### config.mk
export PLATFORM = sky130hd
export DESIGN_NAME = iic_target_mem_flat
export DESIGN_NICKNAME = d
export VERILOG_FILES = /design/src/rtl/iic_target_mem_if.sv /design/src/rtl/iic_target_mem.sv /design/src/flat_wrapper.sv
export SDC_FILE = /design/constraint.sdc
export NUM_CORES = 1
export LEC_CHECK = 0
export BUFFER_PORTS_ARGS = -buffer_cell sky130_fd_sc_hd__buf_2
export CAP_MARGIN = 5
export CELL_PAD_IN_SITES_DETAIL_PLACEMENT = 0
export CELL_PAD_IN_SITES_GLOBAL_PLACEMENT = 1
export CORE_UTILIZATION = 46
export CTS_CLUSTER_SIZE = 10
export DETAILED_ROUTE_END_ITERATION = 7
export PLACE_DENSITY_LB_ADDON = 0.1
export SYNTH_ARGS = -nofsm -noshare
export SYNTH_HDL_FRONTEND = slang
export SYNTH_SLANG_ARGS = --single-unit
### constraint.sdc
create_clock -name clk -period 2.4 [get_ports clk]
set_clock_uncertainty 0.1 [all_clocks]
set_input_delay 0.24 -clock clk [delete_from_list [all_inputs] [get_ports clk]]
set_output_delay 0.24 -clock clk [all_outputs]
set_load 0.005 [all_outputs]
### src/rtl/iic_target_mem_if.sv
// Bus pins (SCL/SDA) and local register-port signals of the I2C target memory.
interface iic_target_mem_if #(
    parameter int unsigned AW = 4
);
    logic          scl_i;
    logic          sda_i;
    logic          sda_oe;
    logic          loc_wr_en;
    logic [AW-1:0] loc_addr;
    logic [7:0]    loc_wdata;
    logic [7:0]    loc_rdata;
    logic          busy;
    logic          wr_done;
    logic          rd_done;

    modport slave (
        input  scl_i, sda_i, loc_wr_en, loc_addr, loc_wdata,
        output sda_oe, loc_rdata, busy, wr_done, rd_done
    );

    modport master (
        output scl_i, sda_i, loc_wr_en, loc_addr, loc_wdata,
        input  sda_oe, loc_rdata, busy, wr_done, rd_done
    );
endinterface

### src/rtl/iic_target_mem.sv
// I2C target exposing a byte register file with an auto-incrementing pointer;
// SCL/SDA are oversampled on clk, SDA is driven open-drain through sda_oe.
module iic_target_mem #(
    parameter logic [6:0]  DEV_ADDR = 7'h03,
    parameter int unsigned DEPTH    = 16,
    parameter int unsigned AW       = 4
) (
    input logic             clk,
    input logic             rst_n,
    iic_target_mem_if.slave bus
);
    localparam int unsigned CNT_W = 3;

    localparam logic [3:0] IDLE      = 4'd0;
    localparam logic [3:0] ADDR      = 4'd1;
    localparam logic [3:0] ADDR_ACK  = 4'd2;
    localparam logic [3:0] PTR       = 4'd3;
    localparam logic [3:0] PTR_ACK   = 4'd4;
    localparam logic [3:0] WDATA     = 4'd5;
    localparam logic [3:0] WDATA_ACK = 4'd6;
    localparam logic [3:0] RDATA     = 4'd7;
    localparam logic [3:0] RACK      = 4'd8;
    localparam logic [3:0] IGNORE    = 4'd9;

    logic scl_s1, scl_s2, scl_h;
    logic sda_s1, sda_s2, sda_h;

    logic [3:0]       state, state_n;
    logic [CNT_W-1:0] bit_cnt, bit_cnt_n;
    logic [7:0]       shreg, shreg_n;
    logic [AW-1:0]    ptr, ptr_n;
    logic             rw, rw_n;
    logic             wr_seen, wr_seen_n;
    logic             sda_oe_q, sda_oe_n;
    logic             busy_q, busy_n;
    logic             wr_done_q, wr_done_n;
    logic             rd_done_q, rd_done_n;
    logic [7:0]       loc_rdata_q;
    logic             mem_we;
    logic [7:0]       mem [DEPTH];

    logic       scl_rise, scl_fall, start_det, stop_det;
    logic [7:0] rx_byte, rd_byte;

    // Synchronisers idle high so leaving reset on a quiet bus produces no edges
    always_ff @(posedge clk) begin
        if (!rst_n) begin
            scl_s1 <= 1'b1; scl_s2 <= 1'b1; scl_h <= 1'b1;
            sda_s1 <= 1'b1; sda_s2 <= 1'b1; sda_h <= 1'b1;
        end else begin
            scl_s1 <= bus.scl_i; scl_s2 <= scl_s1; scl_h <= scl_s2;
            sda_s1 <= bus.sda_i; sda_s2 <= sda_s1; sda_h <= sda_s2;
        end
    end

    assign scl_rise  = scl_s2 & ~scl_h;
    assign scl_fall  = ~scl_s2 & scl_h;
    assign start_det = scl_s2 & scl_h & sda_h & ~sda_s2;
    assign stop_det  = scl_s2 & scl_h & ~sda_h & sda_s2;
    assign rx_byte   = {shreg[6:0], sda_s2};
    assign rd_byte   = mem[ptr];

    always_ff @(posedge clk) begin
        if (!rst_n) begin
            state     <= IDLE;
            bit_cnt   <= '0;
            shreg     <= '0;
            ptr       <= '0;
            rw        <= 1'b0;
            wr_seen   <= 1'b0;
            sda_oe_q  <= 1'b0;
            busy_q    <= 1'b0;
            wr_done_q <= 1'b0;
            rd_done_q <= 1'b0;
        end else begin
            state     <= state_n;
            bit_cnt   <= bit_cnt_n;
            shreg     <= shreg_n;
            ptr       <= ptr_n;
            rw        <= rw_n;
            wr_seen   <= wr_seen_n;
            sda_oe_q  <= sda_oe_n;
            busy_q    <= busy_n;
            wr_done_q <= wr_done_n;
            rd_done_q <= rd_done_n;
        end
    end

    // Bus conditions first; byte handling only when no START/STOP this cycle
    always_comb begin
        state_n   = state;
        bit_cnt_n = bit_cnt;
        shreg_n   = shreg;
        ptr_n     = ptr;
        rw_n      = rw;
        wr_seen_n = wr_seen;
        sda_oe_n  = sda_oe_q;
        busy_n    = busy_q;
        wr_done_n = 1'b0;
        rd_done_n = 1'b0;
        mem_we    = 1'b0;

        if (stop_det) begin
            state_n   = IDLE;
            sda_oe_n  = 1'b0;
            busy_n    = 1'b0;
            wr_done_n = wr_seen;
            wr_seen_n = 1'b0;
        end else if (start_det) begin
            state_n   = ADDR;
            bit_cnt_n = '0;
            sda_oe_n  = 1'b0;
            busy_n    = 1'b0;
        end else begin
            case (state)
                IDLE: ;
                ADDR, PTR, WDATA: begin
                    if (scl_rise) begin
                        shreg_n   = rx_byte;
                        bit_cnt_n = bit_cnt + CNT_W'(1);
                        if (bit_cnt == CNT_W'(7)) begin
                            bit_cnt_n = '0;
                            if (state == ADDR) begin
                                if (rx_byte[7:1] == DEV_ADDR) begin
                                    state_n = ADDR_ACK;
                                    rw_n    = rx_byte[0];
                                end else begin
                                    state_n = IGNORE;
                                end
                            end else if (state == PTR) begin
                                ptr_n   = rx_byte[AW-1:0];
                                state_n = PTR_ACK;
                            end else begin
                                mem_we    = 1'b1;
                                ptr_n     = ptr + AW'(1);
                                wr_seen_n = 1'b1;
                                state_n   = WDATA_ACK;
                            end
                        end
                    end
                end
                // First fall pulls SDA for the ACK slot, second fall ends it
                ADDR_ACK, PTR_ACK, WDATA_ACK: begin
                    if (scl_fall) begin
                        if (bit_cnt == '0) begin
                            sda_oe_n  = 1'b1;
                            bit_cnt_n = CNT_W'(1);
                            if (state == ADDR_ACK) busy_n = 1'b1;
                        end else begin
                            bit_cnt_n = '0;
                            sda_oe_n  = 1'b0;
                            if (state == ADDR_ACK && rw) begin
                                shreg_n  = rd_byte;
                                sda_oe_n = ~rd_byte[7];
                                state_n  = RDATA;
                            end else if (state == ADDR_ACK) begin
                                state_n = PTR;
                            end else begin
                                state_n = WDATA;
                            end
                        end
                    end
                end
                RDATA: begin
                    if (scl_fall) begin
                        if (bit_cnt == CNT_W'(7)) begin
                            sda_oe_n  = 1'b0;
                            bit_cnt_n = '0;
                            state_n   = RACK;
                        end else begin
                            sda_oe_n  = ~shreg[6];
                            shreg_n   = {shreg[6:0], 1'b0};
                            bit_cnt_n = bit_cnt + CNT_W'(1);
                        end
                    end
                end
                RACK: begin
                    if (bit_cnt == '0 && scl_rise) begin
                        ptr_n = ptr + AW'(1);
                        if (sda_s2) begin
                            rd_done_n = 1'b1;
                            state_n   = IGNORE;
                        end else begin
                            bit_cnt_n = CNT_W'(1);
                        end
                    end else if (bit_cnt != '0 && scl_fall) begin
                        bit_cnt_n = '0;
                        shreg_n   = rd_byte;
                        sda_oe_n  = ~rd_byte[7];
                        state_n   = RDATA;
                    end
                end
                IGNORE: sda_oe_n = 1'b0;
                default: begin
                    state_n  = IDLE;
                    sda_oe_n = 1'b0;
                end
            endcase
        end
    end

    // Local write first so a same-cycle I2C write to the same index wins
    always_ff @(posedge clk) begin
        if (!rst_n) begin
            for (int unsigned i = 0; i < DEPTH; i++) mem[i] <= '0;
            loc_rdata_q <= '0;
        end else begin
            if (bus.loc_wr_en) mem[bus.loc_addr] <= bus.loc_wdata;
            if (mem_we) mem[ptr] <= rx_byte;
            loc_rdata_q <= mem[bus.loc_addr];
        end
    end

    assign bus.sda_oe    = sda_oe_q;
    assign bus.busy      = busy_q;
    assign bus.wr_done   = wr_done_q;
    assign bus.rd_done   = rd_done_q;
    assign bus.loc_rdata = loc_rdata_q;
endmodule

### src/flat_wrapper.sv
// flat-port wrapper written by rule: the top's interface ports become plain ports
module iic_target_mem_flat 
#(
    parameter logic [6:0]  DEV_ADDR = 7'h03,
    parameter int unsigned DEPTH    = 16,
    parameter int unsigned AW       = 4
)
  (clk, rst_n, bus_scl_i, bus_sda_i, bus_loc_wr_en, bus_loc_addr, bus_loc_wdata, bus_sda_oe, bus_loc_rdata, bus_busy, bus_wr_done, bus_rd_done);
  iic_target_mem_if #(.AW(AW)) bus_i ();
  input logic clk;
  input logic rst_n;
  input wire logic [$bits(bus_i.scl_i)-1:0] bus_scl_i;
  input wire logic [$bits(bus_i.sda_i)-1:0] bus_sda_i;
  input wire logic [$bits(bus_i.loc_wr_en)-1:0] bus_loc_wr_en;
  input wire logic [$bits(bus_i.loc_addr)-1:0] bus_loc_addr;
  input wire logic [$bits(bus_i.loc_wdata)-1:0] bus_loc_wdata;
  output wire logic [$bits(bus_i.sda_oe)-1:0] bus_sda_oe;
  output wire logic [$bits(bus_i.loc_rdata)-1:0] bus_loc_rdata;
  output wire logic [$bits(bus_i.busy)-1:0] bus_busy;
  output wire logic [$bits(bus_i.wr_done)-1:0] bus_wr_done;
  output wire logic [$bits(bus_i.rd_done)-1:0] bus_rd_done;
  assign bus_i.scl_i = bus_scl_i;
  assign bus_i.sda_i = bus_sda_i;
  assign bus_i.loc_wr_en = bus_loc_wr_en;
  assign bus_i.loc_addr = bus_loc_addr;
  assign bus_i.loc_wdata = bus_loc_wdata;
  assign bus_sda_oe = bus_i.sda_oe;
  assign bus_loc_rdata = bus_i.loc_rdata;
  assign bus_busy = bus_i.busy;
  assign bus_wr_done = bus_i.wr_done;
  assign bus_rd_done = bus_i.rd_done;
  iic_target_mem #(.DEV_ADDR(DEV_ADDR), .DEPTH(DEPTH), .AW(AW)) u_core (.clk(clk), .rst_n(rst_n), .bus(bus_i));
endmodule
==> results of run 1 <==
## Yosys cell counts (5+ instances only)
| cell | instances |
|---|---|
| a31oi_1 | 5 |
| nor2b_1 | 9 |
| a211oi_1 | 7 |
| nand4b_1 | 5 |
| a221oi_1 | 12 |
| clkbuf_1 | 39 |
| or3_1 | 19 |
| and3_1 | 5 |
| and2_1 | 10 |
| ha_1 | 7 |
| mux2_2 | 5 |
| buf_1 | 18 |
| o31ai_1 | 6 |
| nor4_2 | 7 |
| nor4_4 | 8 |
| edfxtp_1 | 128 |
| nand2b_1 | 15 |
| a21oi_1 | 10 |
| mux2i_1 | 19 |
| o21ai_0 | 120 |
| nand3b_1 | 5 |
| nor2_1 | 30 |
| mux4_2 | 74 |
| buf_2 | 30 |
| nand2_1 | 270 |
| nand3_1 | 10 |
| dfxtp_1 | 42 |
| inv_1 | 21 |
| buf_4 | 6 |
| nor3_1 | 9 |
## what timing repair did
action / 4_1_cts / 5_1_grt
cloned: 0 / 3
setup buffers: 0 / 6
setup endpoints to repair: 13 / 166
hold buffers: 2 / 0
endpoints found under the hold margin: 2 / 0
resized for setup: 1 / 41
pin swaps: 0 / 7
## routing by layer
metal / wire (um) / vias up / track usage (%) / part of all wire, %
met5: 0 / - / 0 / 0
li1: - / 3890 / - / -
met3: 3840 / 82 / 7.63 / 10
met1: 16100 / 4326 / 47.4 / 43
met4: 1260 / 0 / 12.8 / 3.4
met2: 16300 / 534 / 47.7 / 44
## registers in the layout, summed over array words and instances, names as in the netlist, named ones only
name / count
u_core.mem: 128
u_core.bus.loc_rdata: 8
u_core.shreg: 7
u_core.ptr: 4
u_core.state: 4
u_core.bit_cnt: 3
u_core.bus.busy: 1
u_core.bus.rd_done: 1
u_core.bus.sda_oe: 1
u_core.bus.wr_done: 1
u_core.rw: 1
u_core.scl_h: 1
u_core.scl_s1: 1
u_core.scl_s2: 1
u_core.sda_h: 1
u_core.sda_s1: 1
u_core.sda_s2: 1
u_core.wr_seen: 1
## kinds of logic after synthesis
group,after synthesis
buffers and inverters,116
and+or+nand+nor,423
AOI/OAI and AO/OA,193
adders and majority gates,7
muxes,99
DFF,170
xor gates and xnor gates,1
## how the worst min path moves through the flow
stage                       start           endpoint  cells past startpoint
CTS                         rst_n  u_core.bit_cnt[0]                      3
finish                      rst_n  u_core.bit_cnt[0]                      3
global placement    u_core.scl_s1      u_core.scl_s2                      1
global route                rst_n  u_core.bit_cnt[0]                      3
floorplan               bus_scl_i      u_core.scl_s1                      1
detailed placement  u_core.scl_s1      u_core.scl_s2                      1
## area by class of cell
type | instances | area [um^2] | share of cell area, %
Sequential cell | 170 | 4690 | 37.7
Multi-Input combinational cell | 723 | 5450 | 43.8
Inverter | 21 | 78.8 | 0.633
Timing Repair Buffer | 157 | 1310 | 10.5
Tap cell | 280 | 350 | 2.81
Clock buffer | 20 | 468 | 3.76
Clock inverter | 12 | 101 | 0.814
## power by group through the flow
| stage | clock network [uW] | registers [uW] | logic, uW |
|---|---|---|---|
| final | 2740 | 3620 | 2870 |
| after global routing | 2850 | 3640 | 3010 |
| after CTS | 2750 | 3590 | 2740 |
| after detailed placement | 0 | 3660 | 2720 |
| after global placement | 0 | 3650 | 2750 |
| after floorplan | 0 | 3540 | 1640 |
## through the flow
step | area [um^2] | worst slack, ns | util [%] | hold slack [ns]
finish | 12400 | 0.0274 | 56.3 | 0.148
global route | 12400 | -0.0567 | 56.3 | 0.157
CTS | 12200 | 0.0128 | 55.3 | 0.137
detailed placement | 11600 | 0.0259 | 52.6 | 0.304
global placement | 11600 | 0.0423 | 52.6 | 0.292
floorplan | 10500 | 0.00917 | - | 0.241
## worst min-delay path, cell delays in order
cell and delay (ns):
buf_2 0.22, nand2_1 0.11, mux2i_1 0.06
==> impl_metrics.json, run 1 <==
{
  "status": "completed",
  "cp_slowest_cell": "dfxtp_2",
  "grt_max_degree": 29,
  "setup_violations": 0,
  "die_w_um": 153,
  "crit_required_ns": 2.46,
  "grt_pass1_vias": 8283,
  "cp_cell_sequence": "ha_4 > ha_4 > and3b_2 > o2111ai_4 > clkbuf_16 > nor4_4 > or3_4 > buf_6",
  "p_clk_share_pct": 29.7,
  "gp_congestion": 0.960,
  "start_kind": "register",
  "h-tree-depth": 4,
  "synthXorXnorAreaFrac_pct": 0.0835,
  "leakage_uw": 0.00421,
  "period_needed_ns": 2.37,
  "synth_edf_count": 128,
  "critPathBufInv": 2,
  "p_per_area_nw_per_um2": 741,
  "drive_above_1_share_pct": 28.4,
  "p_comb_share_pct": 31.1,
  "drt-wirelength-per-cell_um": 27.1,
  "die_h_um": 153,
  "drv_slew": 0,
  "num-nets-final": 1114,
  "syn_area_um2": 10500,
  "synth_simple_gate_area_share_pct": 20.0,
  "hold_viol": 0,
  "ys.flop_type": "edfxtp_1",
  "seqPwrFrac_pct": 39.3,
  "synthCells": 1009,
  "drtPass1Iterations": 8,
  "drtIter0Drc": 1017,
  "routed_wl_mm": 37.5,
  "endpoint_kind": "register",
  "via_per_inst": 6.39,
  "rrSetupSlack_ns": 0.03,
  "max_freq_mhz": 421,
  "synth_compound_area_share_pct": 11.1,
  "drtAntennaViolNets": 0,
  "reg2regPathDepth": 8,
  "avgSynthCellArea_um2": 10.4,
  "p_total_uw": 9220,
  "synth.area.top_cells": "edfxtp_1, mux4_2, nand2_1",
  "synthAdderAreaFrac_pct": 0.835,
  "path_delay_family": "simple AND/OR/NAND/NOR gates",
  "synth_top_family_by_area": "simple AND/OR/NAND/NOR gates",
  "die-area_um2": 23400,
  "crit_path_frequent_cell": "ha_4",
  "remaining_drc_errors": 0,
  "num_antenna_cells": 0,
  "syn_to_final_growth_pct": 18.6,
  "nFillCells": 1910,
  "synth.top_cell.area_share_pct": 36.6,
  "clock_path_buffers": 2,
  "numCtsBuffers": 17,
  "grt_pass1_wl_mm": 55.0,
  "cts_tree": "done",
  "reg2reg_to": "u_core.mem[15][2]",
  "grt_overflow": 0,
  "dp.cells": 1340,
  "setup.worst_path.end": "u_core.mem[15][2]",
  "maxSlewHeadroom_pct": 58.7,
  "worst_pin_slew_ns": 0.619,
  "place.port_buffers": 28,
  "place_hpwl_mm": 26.1,
  "worstPathMaxFanout": 5,
  "crit_path_start": "u_core.bit_cnt[0]",
  "clock_latency_ns": 0.44,
  "slowest_delay_ns": 0.36,
  "fin_crit_sh_pct": 98.9,
  "stdcell_count": 1383,
  "reg2reg_from": "u_core.bit_cnt[0]",
  "rows": 54,
  "yosys_warnings": 0,
  "p_int_uw": 5880,
  "final_common_cell": "nand2_1",
  "sw_frac_of_total_pct": 36.3,
  "hold_path.class": "in2reg",
  "grtUsageTotal_pct": 32.8,
  "muxShareOfSynthArea_pct": 18.5,
  "synthDistinctLibCells": 68,
  "cts.clk_slew.worst_paths_ns": 0.07,
  "core-area_um2": 22100,
  "vias": 8832,
  "synth_nets": 1033,
  "arrival_ns": 2.43,
  "most-common-layout-cells": "nand2_1, edfxtp_1, o21ai_0",
  "rsz0062_at_grt": "yes",
  "max-vdd-ir-drop_uv": 462,
  "start_util_pct": 47.5,
  "cts_root_buf": "clkbuf_16",
  "switchingPower_uw": 3350,
  "ios": 29,
  "synth_top_area_cell": "edfxtp_1",
  "clock_sinks": 170,
  "async_reset_ff_share_pct": 0,
  "critical_path_class": "reg2reg",
  "ys_ff_latch": 170,
  "antenna_found_initial": 0,
  "cp_num_cells": 8,
  "finalSetupTns_ns": 0,
  "synth-seq-area-share_pct": 44.6,
  "maxCapViolations": 0
}
Note: power is estimated with default switching activity, not from simulation.
==> run 2, diff against run 1 <==
RECOVER_POWER = 50   (was default)
==> run 2 against run 1 <==
  * Worst setup slack worse by 0.0018 ns
  * Non-clock buffer count unchanged
  * Critical endpoint unchanged
  * Sequential share of layout area is essentially flat
  * First-iteration DRC count barely moved
  * Die area unchanged
==> impl_metrics.json, run 2 (synthesis results as in run 1) <==
{
  "hold_viol": 0,
  "holdCritStartpoint": "rst_n",
  "cts_root_buf": "clkbuf_16",
  "grt_max_degree": 29,
  "die_w_um": 153,
  "reg2reg_from": "u_core.bit_cnt[0]",
  "routed_wl_mm": 37.4,
  "grt_overflow": 0,
  "status": "completed",
  "critical_path_class": "reg2reg",
  "drtPass1Iterations": 8,
  "maxSlewHeadroom_pct": 19.1,
  "endpoint_kind": "register",
  "period_needed_ns": 2.37,
  "grt_pass1_wl_mm": 55.0,
  "most-common-layout-cells": "nand2_1, edfxtp_1, o21ai_0",
  "syn_to_final_growth_pct": 18.5,
  "grtUsageTotal_pct": 32.8,
  "ios": 29,
  "die_h_um": 153,
  "fin_crit_sh_pct": 98.9,
  "setup_violations": 0,
  "reg2regPathDepth": 8,
  "worst_pin_slew_ns": 1.21,
  "final_common_cell": "nand2_1",
  "drt-wirelength-per-cell_um": 27.0,
  "dp.cells": 1340,
  "reg2reg_to": "u_core.mem[15][2]",
  "worstHoldPathCells": 3,
  "drtIter0Drc": 1016,
  "place.port_buffers": 28,
  "via_per_inst": 6.34,
  "rsz0062_at_grt": "yes",
  "p_clk_share_pct": 29.6,
  "seqPwrFrac_pct": 39.4,
  "max_freq_mhz": 421,
  "clock_path_buffers": 2,
  "arrival_ns": 2.43,
  "start_util_pct": 47.5,
  "core-area_um2": 22100,
  "start_kind": "register",
  "num-nets-final": 1114,
  "drv_slew": 0,
  "rows": 54,
  "p_total_uw": 9200,
  "drive_above_1_share_pct": 27.7,
  "clock_sinks": 170,
  "hold_path.class": "in2reg",
  "p_per_area_nw_per_um2": 740,
  "multiInputGateArea_um2": 5450,
  "leakage_uw": 0.00419,
  "numCtsBuffers": 17,
  "p_comb_share_pct": 31.0,
  "regMostFlops": "u_core.mem",
  "drtAntennaViolNets": 0,
  "grt_pass1_vias": 8283,
  "cts_tree": "done",
  "crit_required_ns": 2.46,
  "largest_register_ffs": 128,
  "h-tree-depth": 4,
  "worstPathMaxFanout": 5,
  "vias": 8774,
  "maxCapViolations": 0,
  "place_hpwl_mm": 26.1,
  "num_antenna_cells": 0,
  "antenna_found_initial": 0,
  "seqCellArea_um2": 4690,
  "min_to": "u_core.bit_cnt[0]",
  "rrSetupSlack_ns": 0.03,
  "max-vdd-ir-drop_uv": 463,
  "die-area_um2": 23400,
  "gp_congestion": 0.960,
  "sw_frac_of_total_pct": 36.2,
  "nFillCells": 1918,
  "remaining_drc_errors": 0,
  "clock_latency_ns": 0.44,
  "p_int_uw": 5870,
  "cts.clk_slew.worst_paths_ns": 0.07,
  "stdcell_count": 1383,
  "finalSetupTns_ns": 0,
  "switchingPower_uw": 3330
}
-- run 2: metal layers --
metal	up-vias	track usage (%)	wire [um]
li1	3888	-	-
met1	4305	47.4	15900
met2	515	47.7	16300
met3	66	7.63	3930
met4	0	12.8	1140
met5	-	0	0
-- run 2: through the flow --
stage	setup slack (ns)	hold WS, ns	instance area, um^2	utilization [%]
2_1_floorplan	0.00917	0.241	10500	-
3_3_place_gp	0.0423	0.292	11600	52.6
3_5_place_dp	0.0259	0.304	11600	52.6
4_1_cts	0.0128	0.137	12200	55.3
5_1_grt	-0.0698	0.157	12400	56.3
6_report	0.0255	0.149	12400	56.3
-- run 2: worst max path at each step --
stage	end	slack [ns]	from	cells past startpoint
6_report	u_core.mem[15][2]	0.03	u_core.bit_cnt[0]	8
5_1_grt	u_core.mem[12][0]	-0.07	u_core.bit_cnt[0]	9
4_1_cts	u_core.mem[15][1]	0.01	u_core.bit_cnt[1]	8
3_5_place_dp	u_core.mem[13][4]	0.03	u_core.bit_cnt[1]	8
3_3_place_gp	u_core.state[0]	0.04	u_core.bit_cnt[0]	8
2_1_floorplan	u_core.mem[12][0]	0.009	u_core.bit_cnt[0]	7
-- run 2: final cells by class --
type                    instances  area share (%)
clock inverters                12           0.815
repair buffers                157            10.4
well taps                     280            2.82
multi-input cells             723            43.8
clock buffers                  20            3.76
inverters                      21           0.634
flip-flops and latches        170            37.7
-- run 2: worst max-delay path, cell delays in order (launching register included) --
cell	delay, ns
dfxtp_2	0.36
ha_4	0.15
ha_4	0.13
and3b_2	0.23
o2111ai_4	0.22
clkbuf_16	0.25
nor4_4	0.34
or3_4	0.21
buf_6	0.11
-- run 2: repair_timing --
item | 4_1_cts | 5_1_grt
hold buffers | 2 | 0
gates cloned | 0 | 3
hold endpoints to repair | 2 | 0
buffers inserted | 0 | 6
resized for setup | 1 | 41
pin swaps | 0 | 7
setup endpoints to repair | 13 | 166
-- run 2: power groups by stage --
stage | combinational [uW] | clock, uW | sequential (uW)
2_1_floorplan | 1640 | 0 | 3540
5_1_grt | 3000 | 2850 | 3640
3_5_place_dp | 2720 | 0 | 3660
6_report | 2850 | 2730 | 3620
3_3_place_gp | 2750 | 0 | 3650
4_1_cts | 2740 | 2750 | 3590
